--- config.mk ---
export PLATFORM = sky130hd
export DESIGN_NAME = key_debounce_flat
export DESIGN_NICKNAME = d
export VERILOG_FILES = /design/src/rtl/key_debounce_pkg.sv /design/src/rtl/key_debounce_if.sv /design/src/rtl/key_debounce_ch.sv /design/src/rtl/key_debounce.sv /design/src/flat_wrapper.sv
export SDC_FILE = /design/constraint.sdc
export NUM_CORES = 1
export LEC_CHECK = 0
export ABC_CLOCK_PERIOD_IN_PS = 2300
export CAP_MARGIN = 20
export CORE_MARGIN = 2
export CORE_UTILIZATION = 45
export DETAILED_ROUTE_END_ITERATION = 8
export DONT_BUFFER_PORTS = 1
export PLACE_DENSITY_LB_ADDON = 0.08
export RECOVER_POWER = 50
export SLEW_MARGIN = 20
export SYNTH_ARGS = -nofsm -noshare
export SYNTH_HDL_FRONTEND = slang
export SYNTH_SLANG_ARGS = --single-unit
--- constraint.sdc ---
create_clock -name sys_clk -period 2.3 [get_ports sys_clk]
set_input_delay 0.46 -clock sys_clk [delete_from_list [all_inputs] [get_ports sys_clk]]
set_output_delay 0.46 -clock sys_clk [all_outputs]
set_load 0.005 [all_outputs]
--- src/rtl/key_debounce_pkg.sv ---
// -----------------------------------------------------------------------------
// key_debounce_pkg
//   Shared definitions for the key debounce block:
//     - key_state_e  : per-channel FSM state (2-bit encoding)
//     - PRESS_CNT_W  : width of each key's wrapping press counter
//     - clog2()      : constant helper used to size the channel counters
// -----------------------------------------------------------------------------
package key_debounce_pkg;

    localparam int PRESS_CNT_W = 8;

    typedef enum logic [1:0] {
        ST_IDLE       = 2'd0,   // key released, level 0
        ST_DB_PRESS   = 2'd1,   // pin went active, waiting for it to stay stable
        ST_PRESSED    = 2'd2,   // press accepted, level 1, hold counter running
        ST_DB_RELEASE = 2'd3    // pin went inactive, waiting for it to stay stable
    } key_state_e;

    // Ceiling log2; clog2(1) = 0, clog2(17) = 5.
    function automatic int clog2(input int value);
        int r;
        int v;
        r = 0;
        v = value - 1;
        while (v > 0) begin
            r++;
            v = v >> 1;
        end
        return r;
    endfunction

endpackage

--- src/rtl/key_debounce_if.sv ---
// -----------------------------------------------------------------------------
// key_debounce_if
//   Bundles the raw key pins and the conditioned key events.
//   There is no valid/ready handshake: key_press_o, key_release_o and
//   key_long_o are single-cycle pulses in the sys_clk domain that the consumer
//   must sample on the cycle they are high; there is no backpressure.
//   key_level_o and press_cnt_o are level outputs, stable between events.
//
//   key_i         raw asynchronous key pins
//   key_level_o   debounced level, 1 = pressed
//   key_press_o   1-cycle pulse on accepted press
//   key_release_o 1-cycle pulse on accepted release
//   key_long_o    1-cycle pulse once per press when held long enough
//   press_cnt_o   per-key press count, key k at [8k+7:8k]
//   state_dbg     per-key FSM state, key k at [2k+1:2k]
//
//   master : the debouncer (consumes pins, drives events)
//   slave  : user logic observing the events
// -----------------------------------------------------------------------------
interface key_debounce_if #(
    parameter int NUM_KEYS = 2
);
    import key_debounce_pkg::*;

    logic [NUM_KEYS-1:0]             key_i;
    logic [NUM_KEYS-1:0]             key_level_o;
    logic [NUM_KEYS-1:0]             key_press_o;
    logic [NUM_KEYS-1:0]             key_release_o;
    logic [NUM_KEYS-1:0]             key_long_o;
    logic [PRESS_CNT_W*NUM_KEYS-1:0] press_cnt_o;
    logic [2*NUM_KEYS-1:0]           state_dbg;

    modport master (
        input  key_i,
        output key_level_o,
        output key_press_o,
        output key_release_o,
        output key_long_o,
        output press_cnt_o,
        output state_dbg
    );

    modport slave (
        input  key_i,
        input  key_level_o,
        input  key_press_o,
        input  key_release_o,
        input  key_long_o,
        input  press_cnt_o,
        input  state_dbg
    );

endinterface

--- src/rtl/key_debounce_ch.sv ---
// -----------------------------------------------------------------------------
// key_debounce_ch
//   One key channel: 2-FF synchroniser, polarity normalisation, debounce FSM,
//   hold counter for long-press detection and a wrapping press counter.
//
//   sys_clk      system clock
//   sys_rst_n    asynchronous active-low reset
//   key_pin      raw asynchronous key pin
//   key_level    debounced level, 1 = pressed
//   key_press    1-cycle pulse on accepted press
//   key_release  1-cycle pulse on accepted release
//   key_long     1-cycle pulse once per press after LONG_CYC held cycles
//   press_cnt    accepted-press count, wraps 255 -> 0
//   state_dbg    current FSM state
// -----------------------------------------------------------------------------
module key_debounce_ch
    import key_debounce_pkg::*;
#(
    parameter int DEBOUNCE_CYC   = 1_000_000,
    parameter int LONG_CYC       = 50_000_000,
    parameter bit KEY_ACTIVE_LOW = 1'b1
) (
    input  logic                   sys_clk,
    input  logic                   sys_rst_n,
    input  logic                   key_pin,
    output logic                   key_level,
    output logic                   key_press,
    output logic                   key_release,
    output logic                   key_long,
    output logic [PRESS_CNT_W-1:0] press_cnt,
    output key_state_e             state_dbg
);

    localparam int               CNT_W     = clog2(LONG_CYC + 1);
    localparam logic [CNT_W-1:0] DB_LAST   = CNT_W'(DEBOUNCE_CYC - 1);
    localparam logic [CNT_W-1:0] HOLD_LAST = CNT_W'(LONG_CYC - 1);
    // Pin level when the key is not pressed; the synchroniser resets to this
    // so that leaving reset never looks like a press edge.
    localparam logic             PIN_IDLE  = KEY_ACTIVE_LOW ? 1'b1 : 1'b0;

    logic             sync_q1;
    logic             sync_q2;
    logic             act;
    key_state_e       state;
    logic [CNT_W-1:0] cnt;
    logic [CNT_W-1:0] hold;
    logic             long_done;

    always_ff @(posedge sys_clk or negedge sys_rst_n) begin
        if (!sys_rst_n) begin
            sync_q1 <= PIN_IDLE;
            sync_q2 <= PIN_IDLE;
        end else begin
            sync_q1 <= key_pin;
            sync_q2 <= sync_q1;
        end
    end

    // act = 1 means the key is currently seen as pressed.
    assign act = KEY_ACTIVE_LOW ? ~sync_q2 : sync_q2;

    always_ff @(posedge sys_clk or negedge sys_rst_n) begin
        if (!sys_rst_n) begin
            state       <= ST_IDLE;
            cnt         <= '0;
            hold        <= '0;
            long_done   <= 1'b0;
            key_level   <= 1'b0;
            key_press   <= 1'b0;
            key_release <= 1'b0;
            key_long    <= 1'b0;
            press_cnt   <= '0;
        end else begin
            // Event outputs are pulses: low unless set below this cycle.
            key_press   <= 1'b0;
            key_release <= 1'b0;
            key_long    <= 1'b0;

            // The hold counter runs in both pressed states so that a release
            // bounce neither restarts nor loses the long-press timing. It
            // saturates at HOLD_LAST and long_done limits the pulse to one
            // per accepted press.
            if (state == ST_PRESSED || state == ST_DB_RELEASE) begin
                if (hold != HOLD_LAST) begin
                    hold <= hold + 1'b1;
                end else if (!long_done) begin
                    key_long  <= 1'b1;
                    long_done <= 1'b1;
                end
            end

            case (state)
                ST_IDLE: begin
                    key_level <= 1'b0;
                    if (act) begin
                        state <= ST_DB_PRESS;
                        cnt   <= '0;
                    end
                end

                ST_DB_PRESS: begin
                    if (!act) begin
                        state <= ST_IDLE;
                    end else if (cnt == DB_LAST) begin
                        state     <= ST_PRESSED;
                        key_press <= 1'b1;
                        key_level <= 1'b1;
                        press_cnt <= press_cnt + 1'b1;
                        hold      <= '0;
                        long_done <= 1'b0;
                    end else begin
                        cnt <= cnt + 1'b1;
                    end
                end

                ST_PRESSED: begin
                    key_level <= 1'b1;
                    if (!act) begin
                        state <= ST_DB_RELEASE;
                        cnt   <= '0;
                    end
                end

                ST_DB_RELEASE: begin
                    if (act) begin
                        // Release bounce: back to pressed, long_done kept.
                        state <= ST_PRESSED;
                    end else if (cnt == DB_LAST) begin
                        state       <= ST_IDLE;
                        key_release <= 1'b1;
                        key_level   <= 1'b0;
                        long_done   <= 1'b0;
                    end else begin
                        cnt <= cnt + 1'b1;
                    end
                end

                default: begin
                    state <= ST_IDLE;
                end
            endcase
        end
    end

    assign state_dbg = state;

endmodule

--- src/rtl/key_debounce.sv ---
// -----------------------------------------------------------------------------
// key_debounce
//   Conditions NUM_KEYS raw push-button pins into clean sys_clk-domain events:
//   debounced level, press/release/long-press pulses and a wrapping press
//   count per key. Channels are fully independent.
//
//   sys_clk    system clock
//   sys_rst_n  asynchronous active-low reset
//   kif        key_debounce_if.master (key_i in; level, pulses, counts and
//              per-key FSM state out)
// -----------------------------------------------------------------------------
module key_debounce
    import key_debounce_pkg::*;
#(
    parameter int NUM_KEYS       = 2,
    parameter int DEBOUNCE_CYC   = 1_000_000,
    parameter int LONG_CYC       = 50_000_000,
    parameter bit KEY_ACTIVE_LOW = 1'b1
) (
    input  logic           sys_clk,
    input  logic           sys_rst_n,
    key_debounce_if.master kif
);

    if (NUM_KEYS < 1) begin : g_bad_num_keys
        $error("key_debounce: NUM_KEYS must be at least 1");
    end
    if (DEBOUNCE_CYC < 2) begin : g_bad_debounce
        $error("key_debounce: DEBOUNCE_CYC must be at least 2");
    end
    // LONG_CYC > DEBOUNCE_CYC keeps press and long pulses in different cycles.
    if (LONG_CYC <= DEBOUNCE_CYC) begin : g_bad_long
        $error("key_debounce: LONG_CYC must exceed DEBOUNCE_CYC");
    end

    logic [NUM_KEYS-1:0]             level_v;
    logic [NUM_KEYS-1:0]             press_v;
    logic [NUM_KEYS-1:0]             release_v;
    logic [NUM_KEYS-1:0]             long_v;
    logic [PRESS_CNT_W*NUM_KEYS-1:0] cnt_v;
    logic [2*NUM_KEYS-1:0]           state_v;

    for (genvar k = 0; k < NUM_KEYS; k++) begin : g_ch
        key_state_e ch_state;

        key_debounce_ch #(
            .DEBOUNCE_CYC   (DEBOUNCE_CYC),
            .LONG_CYC       (LONG_CYC),
            .KEY_ACTIVE_LOW (KEY_ACTIVE_LOW)
        ) u_ch (
            .sys_clk     (sys_clk),
            .sys_rst_n   (sys_rst_n),
            .key_pin     (kif.key_i[k]),
            .key_level   (level_v[k]),
            .key_press   (press_v[k]),
            .key_release (release_v[k]),
            .key_long    (long_v[k]),
            .press_cnt   (cnt_v[PRESS_CNT_W*k +: PRESS_CNT_W]),
            .state_dbg   (ch_state)
        );

        assign state_v[2*k +: 2] = ch_state;
    end

    assign kif.key_level_o   = level_v;
    assign kif.key_press_o   = press_v;
    assign kif.key_release_o = release_v;
    assign kif.key_long_o    = long_v;
    assign kif.press_cnt_o   = cnt_v;
    assign kif.state_dbg     = state_v;

endmodule

--- src/flat_wrapper.sv ---
// flat-port wrapper written by rule: the top's interface ports become plain ports
module key_debounce_flat import key_debounce_pkg::*;
#(
    parameter int NUM_KEYS       = 2,
    parameter int DEBOUNCE_CYC   = 1_000_000,
    parameter int LONG_CYC       = 50_000_000,
    parameter bit KEY_ACTIVE_LOW = 1'b1
)
  (sys_clk, sys_rst_n, kif_key_i, kif_key_level_o, kif_key_press_o, kif_key_release_o, kif_key_long_o, kif_press_cnt_o, kif_state_dbg);
  key_debounce_if #(.NUM_KEYS(NUM_KEYS)) kif_i ();
  input  logic sys_clk;
  input  logic sys_rst_n;
  input wire logic [$bits(kif_i.key_i)-1:0] kif_key_i;
  output wire logic [$bits(kif_i.key_level_o)-1:0] kif_key_level_o;
  output wire logic [$bits(kif_i.key_press_o)-1:0] kif_key_press_o;
  output wire logic [$bits(kif_i.key_release_o)-1:0] kif_key_release_o;
  output wire logic [$bits(kif_i.key_long_o)-1:0] kif_key_long_o;
  output wire logic [$bits(kif_i.press_cnt_o)-1:0] kif_press_cnt_o;
  output wire logic [$bits(kif_i.state_dbg)-1:0] kif_state_dbg;
  assign kif_i.key_i = kif_key_i;
  assign kif_key_level_o = kif_i.key_level_o;
  assign kif_key_press_o = kif_i.key_press_o;
  assign kif_key_release_o = kif_i.key_release_o;
  assign kif_key_long_o = kif_i.key_long_o;
  assign kif_press_cnt_o = kif_i.press_cnt_o;
  assign kif_state_dbg = kif_i.state_dbg;
  key_debounce #(.NUM_KEYS(NUM_KEYS), .DEBOUNCE_CYC(DEBOUNCE_CYC), .LONG_CYC(LONG_CYC), .KEY_ACTIVE_LOW(KEY_ACTIVE_LOW)) u_core (.sys_clk(sys_clk), .sys_rst_n(sys_rst_n), .kif(kif_i));
endmodule
==> run_results.csv <==
group,metric,value,unit
power,p_sw,0.00238,W
route,drc,0,
logic_synthesis,synth_cell_types,58,
power,power.density,881,nW/um^2
die,die_area,17600,sq um
worst_setup_path,path_buf_inv,0,
layout,post-route-util,52.0,%
placed_design,port_buffers,0,
placed_design,dp_slack,4.04,ps
worst_setup_path,rr_endpoint,"u_core.g_ch[0].u_ch.state_dbg[0]",
worst_setup_path,critPathKind,"reg2reg",
status,status,"finished, violations left",
clocking,cts.path.max_buffers,2,
sta,worst_pin_slew,619,ps
worst_setup_path,worstPathCellList,"nor4_1, and4_1, a21boi_0, or4_1, and4_1",
logic_synthesis,synth_flop_cell,"dfrtp_1",
route,via_per_inst,5.69,
route,wl_per_cell,16.1,microns
layout,multiInputGateArea,3740,sq um
clocking,cts.sinks,138,
grt,antenna_found_initial,0,
status,violations,"negative hold slack",
worst_setup_path,crit_top_cell,"and4_1",
route,drt_iter0_drc,363,
worst_setup_path,worst_setup_path_end_kind,"flop",
die,ios,32,
grt,grt-ovfl-total,0,
sta,relSlewSlack,58.3,%
sta,fin_worst_skew,19.8,ps
sta,holdWs,-262,ps
sta,drv_slew,0,
die,core,16400,sq um
placed_design,dp_cells,1016,
layout,nFillCells,1473,
power,power_frac_seq,37.7,%
worst_setup_path,r2r_slack,140,ps
power,pwr-share-clk,36.3,%
layout,diodes,0,
logic_synthesis,yosys_warnings,0,
layout,seq_area,3460,sq um
logic_synthesis,synth-seq-cells,138,
worst_setup_path,timing.rr.start,"u_core.g_ch[0].u_ch.cnt[21]",
sta,setup_slack,144,ps
sta,fin_crit_sh,93.7,%
worst_setup_path,r2r_cells,5,
worst_setup_path,max_stage_delay,450,ps
grt,grtUsageTotal,20.2,%
grt,grt_max_degree,139,
layout,drive_above_1_share,13.0,%
logic_synthesis,synth_async_sr_flop_share,100,%
clocking,path_clk_slew,60,ps
worst_setup_path,arrival,2460,ps
route,postRouteAntennaNets,0,
sta,fin_crit,2160,ps
layout,final_net_count,835,
logic_synthesis,synthesis.nets,813,
job,cap_violations,0,
worst_setup_path,worst_ep_required_time,2600,ps
sta,setup_viol,0,
clocking,clock_latency,430,ps
power,max-vdd-ir-drop,0.555,mV
route,routed_wirelength,16.9,mm
sta,hold_viol_final,136,
worst_setup_path,start_kind,"flop",
layout,syn_to_final_growth,14.4,%
die,chipHeight,133,microns
grt,grt_pass1_vias,5758,
logic_synthesis,synth_cells,795,
route,dr.pass1.iters,5,
worst_setup_path,crit_family,"simple AND/OR/NAND/NOR gates",
hold_path,hp-class,"in2async",
clocking,cts_tree,"built",
clocking,cts_inserted_buffers,17,
die,placementRows,47,
worst_setup_path,slowest_stage,"nor4_1",
logic_synthesis,syn_area,7450,sq um
placed_design,place.gp.congestion,0.804,
power,p_leak,3.51,nW
sta,fmax,464,MHz
logic_synthesis,synth_edf_count,0,
placed_design,hpwl,11.5,mm
route,via_count,5979,
power,internal_power,0.00513,W
sta,rsz0062_at_grt,"yes",
die,initial_utilization,45.4,%
power,comb_power_share,26.0,%
clocking,cts_root_buffer,"clkbuf_16",
logic_synthesis,yosysSeqAreaShare,46.4,%
clocking,cts-htree-levels,4,
power,swShare,31.7,%
grt,grt_first_pass_wirelength,29.0,mm
layout,finalNonFillerCells,1050,
worst_setup_path,critical_path_peak_fanout,6,
logic_synthesis,avgSynthCellArea,9.37,sq um
die,die_x,133,microns
==> worst max-delay path by stage <==
stage                                     startpoint                                to  slack, ps  cells after the start
floorplan           u_core.g_ch[0].u_ch.state_dbg[0]      u_core.g_ch[0].u_ch.hold[24]        140                      8
detailed placement  u_core.g_ch[1].u_ch.state_dbg[0]        u_core.g_ch[1].u_ch.cnt[3]          4                      8
CTS                 u_core.g_ch[1].u_ch.state_dbg[0]       u_core.g_ch[1].u_ch.cnt[14]          9                      8
global placement    u_core.g_ch[0].u_ch.state_dbg[0]      u_core.g_ch[0].u_ch.key_long        120                      8
finish                   u_core.g_ch[0].u_ch.cnt[21]  u_core.g_ch[0].u_ch.state_dbg[0]        140                      5
global route        u_core.g_ch[1].u_ch.state_dbg[0]      u_core.g_ch[1].u_ch.hold[19]        -50                      8
==> per-layer routing <==
layer | part of all wire (%) | vias up | global-route usage, %
li1 | - | 2927 | -
met1 | 49 | 2948 | 28.6
met2 | 47 | 90 | 31.3
met3 | 3.3 | 14 | 4.52
met4 | 0.87 | 0 | 5.44
met5 | 0 | - | 0
==> through the flow <==
stage          power, W  cell area [sq um]  hold slack (ps)  setup TNS (ps)
4_1_cts         0.00754               8460             -280               0
3_3_place_gp    0.00471               7870              170               0
2_1_floorplan   0.00411               7450              164               0
5_1_grt         0.00796               8520             -290            -128
6_report        0.00751               8520             -262               0
3_5_place_dp    0.00476               7870              169               0
==> synth_stat cells (3+ instances only) <==
| cell | n | share of area [%] |
|---|---|---|
| xnor2_1 | 48 | 5.6 |
| a211oi_1 | 6 | 0.60 |
| a21oi_1 | 44 | 3.0 |
| dfrtp_1 | 134 | 45 |
| buf_4 | 11 | 1.1 |
| nor4_2 | 5 | 0.84 |
| nand3_1 | 33 | 2.2 |
| nand2_1 | 59 | 3.0 |
| or2_2 | 4 | 0.34 |
| o31ai_1 | 11 | 1.1 |
| or4_1 | 13 | 1.3 |
| nor3_1 | 27 | 1.8 |
| nor4_1 | 22 | 1.8 |
| ha_1 | 14 | 2.4 |
| clkbuf_1 | 21 | 1.1 |
| mux2_2 | 4 | 0.60 |
| a21boi_0 | 3 | 0.30 |
| and2_1 | 8 | 0.67 |
| nor4b_1 | 3 | 0.35 |
| dfstp_2 | 4 | 1.4 |
| o211ai_1 | 6 | 0.60 |
| xor2_1 | 23 | 2.7 |
| nand4b_1 | 3 | 0.35 |
| nand4_1 | 39 | 3.3 |
| o21ai_0 | 34 | 2.3 |
| nor2_1 | 82 | 4.1 |
| inv_1 | 21 | 1.1 |
| and3_1 | 14 | 1.2 |
| mux2i_1 | 4 | 0.54 |
| or3_1 | 34 | 2.9 |
| nor3b_1 | 4 | 0.40 |
| buf_2 | 8 | 0.54 |
| and4_1 | 15 | 1.8 |
==> cell usage in the layout (no fill, tap or decap), types with 4 or more instances in the layout <==
cell	count
xnor2_1	48
mux2_2	4
buf_4	45
nand3_1	33
or4_1	13
and3_1	14
and4_1	15
nor2_1	82
clkinvlp_4	4
and2_1	8
clkbuf_16	17
mux2i_1	4
or3_1	34
a21oi_1	44
dfrtp_1	134
nor4_1	20
o21ai_0	34
nand4_1	39
xor2_1	23
o211ai_1	6
ha_1	13
nor3_1	24
o31ai_1	11
nor4_2	7
or2_2	4
nand2_1	59
inv_1	20
a211oi_1	6
==> sequential cells by signal (all words and copies together), names as in the netlist, named ones only <==
register and cells:
u_core.g_ch.u_ch.key_level 2, u_core.g_ch.u_ch.hold 52, u_core.g_ch.u_ch.cnt 52, u_core.g_ch.u_ch.key_release 2, u_core.g_ch.u_ch.sync_q1 2, u_core.g_ch.u_ch.press_cnt 16
u_core.g_ch.u_ch.key_press 2, u_core.g_ch.u_ch.sync_q2 2, u_core.g_ch.u_ch.long_done 2, u_core.g_ch.u_ch.state_dbg 2, u_core.g_ch.u_ch.key_long 2
==> logic make-up after synthesis <==
kind of cell / after synthesis / share of synthesized area [%]
AO/OA/AOI/OAI: 123 / 10.0
XOR/XNOR: 71 / 8.34
adder cells (fa/ha/maj): 14 / 2.35
buffers and inverters: 65 / 4.08
flip-flops: 138 / 46.4
multiplexers: 8 / 1.14
AND/OR/NAND/NOR: 376 / 27.6
==> area by class of cell <==
| cell class | count | share of cell area [%] |
|---|---|---|
| multi-input combinational | 592 | 43.9 |
| inverter | 21 | 0.925 |
| clock buffer | 23 | 5.61 |
| sequential | 138 | 40.6 |
| tap | 220 | 3.23 |
| clock inverter | 9 | 1.32 |
| timing repair buffer | 47 | 4.43 |
==> power groups by stage <==
stage | Clock [W] | Combinational (W) | Sequential (W)
2_1_floorplan | 0 | 0.00129 | 0.00282
3_3_place_gp | 0 | 0.00185 | 0.00286
3_5_place_dp | 0 | 0.00189 | 0.00287
4_1_cts | 0.00280 | 0.00191 | 0.00283
5_1_grt | 0.00290 | 0.00218 | 0.00287
6_report | 0.00273 | 0.00195 | 0.00283
==> repair_timing <==
action                                 CTS  global route
pin swaps                                0             4
gates resized for setup                  1            11
buffers inserted                         0             2
setup endpoints to repair                1            35
endpoints found under the hold margin  138           138
Note: power is estimated with default switching activity, not from simulation.
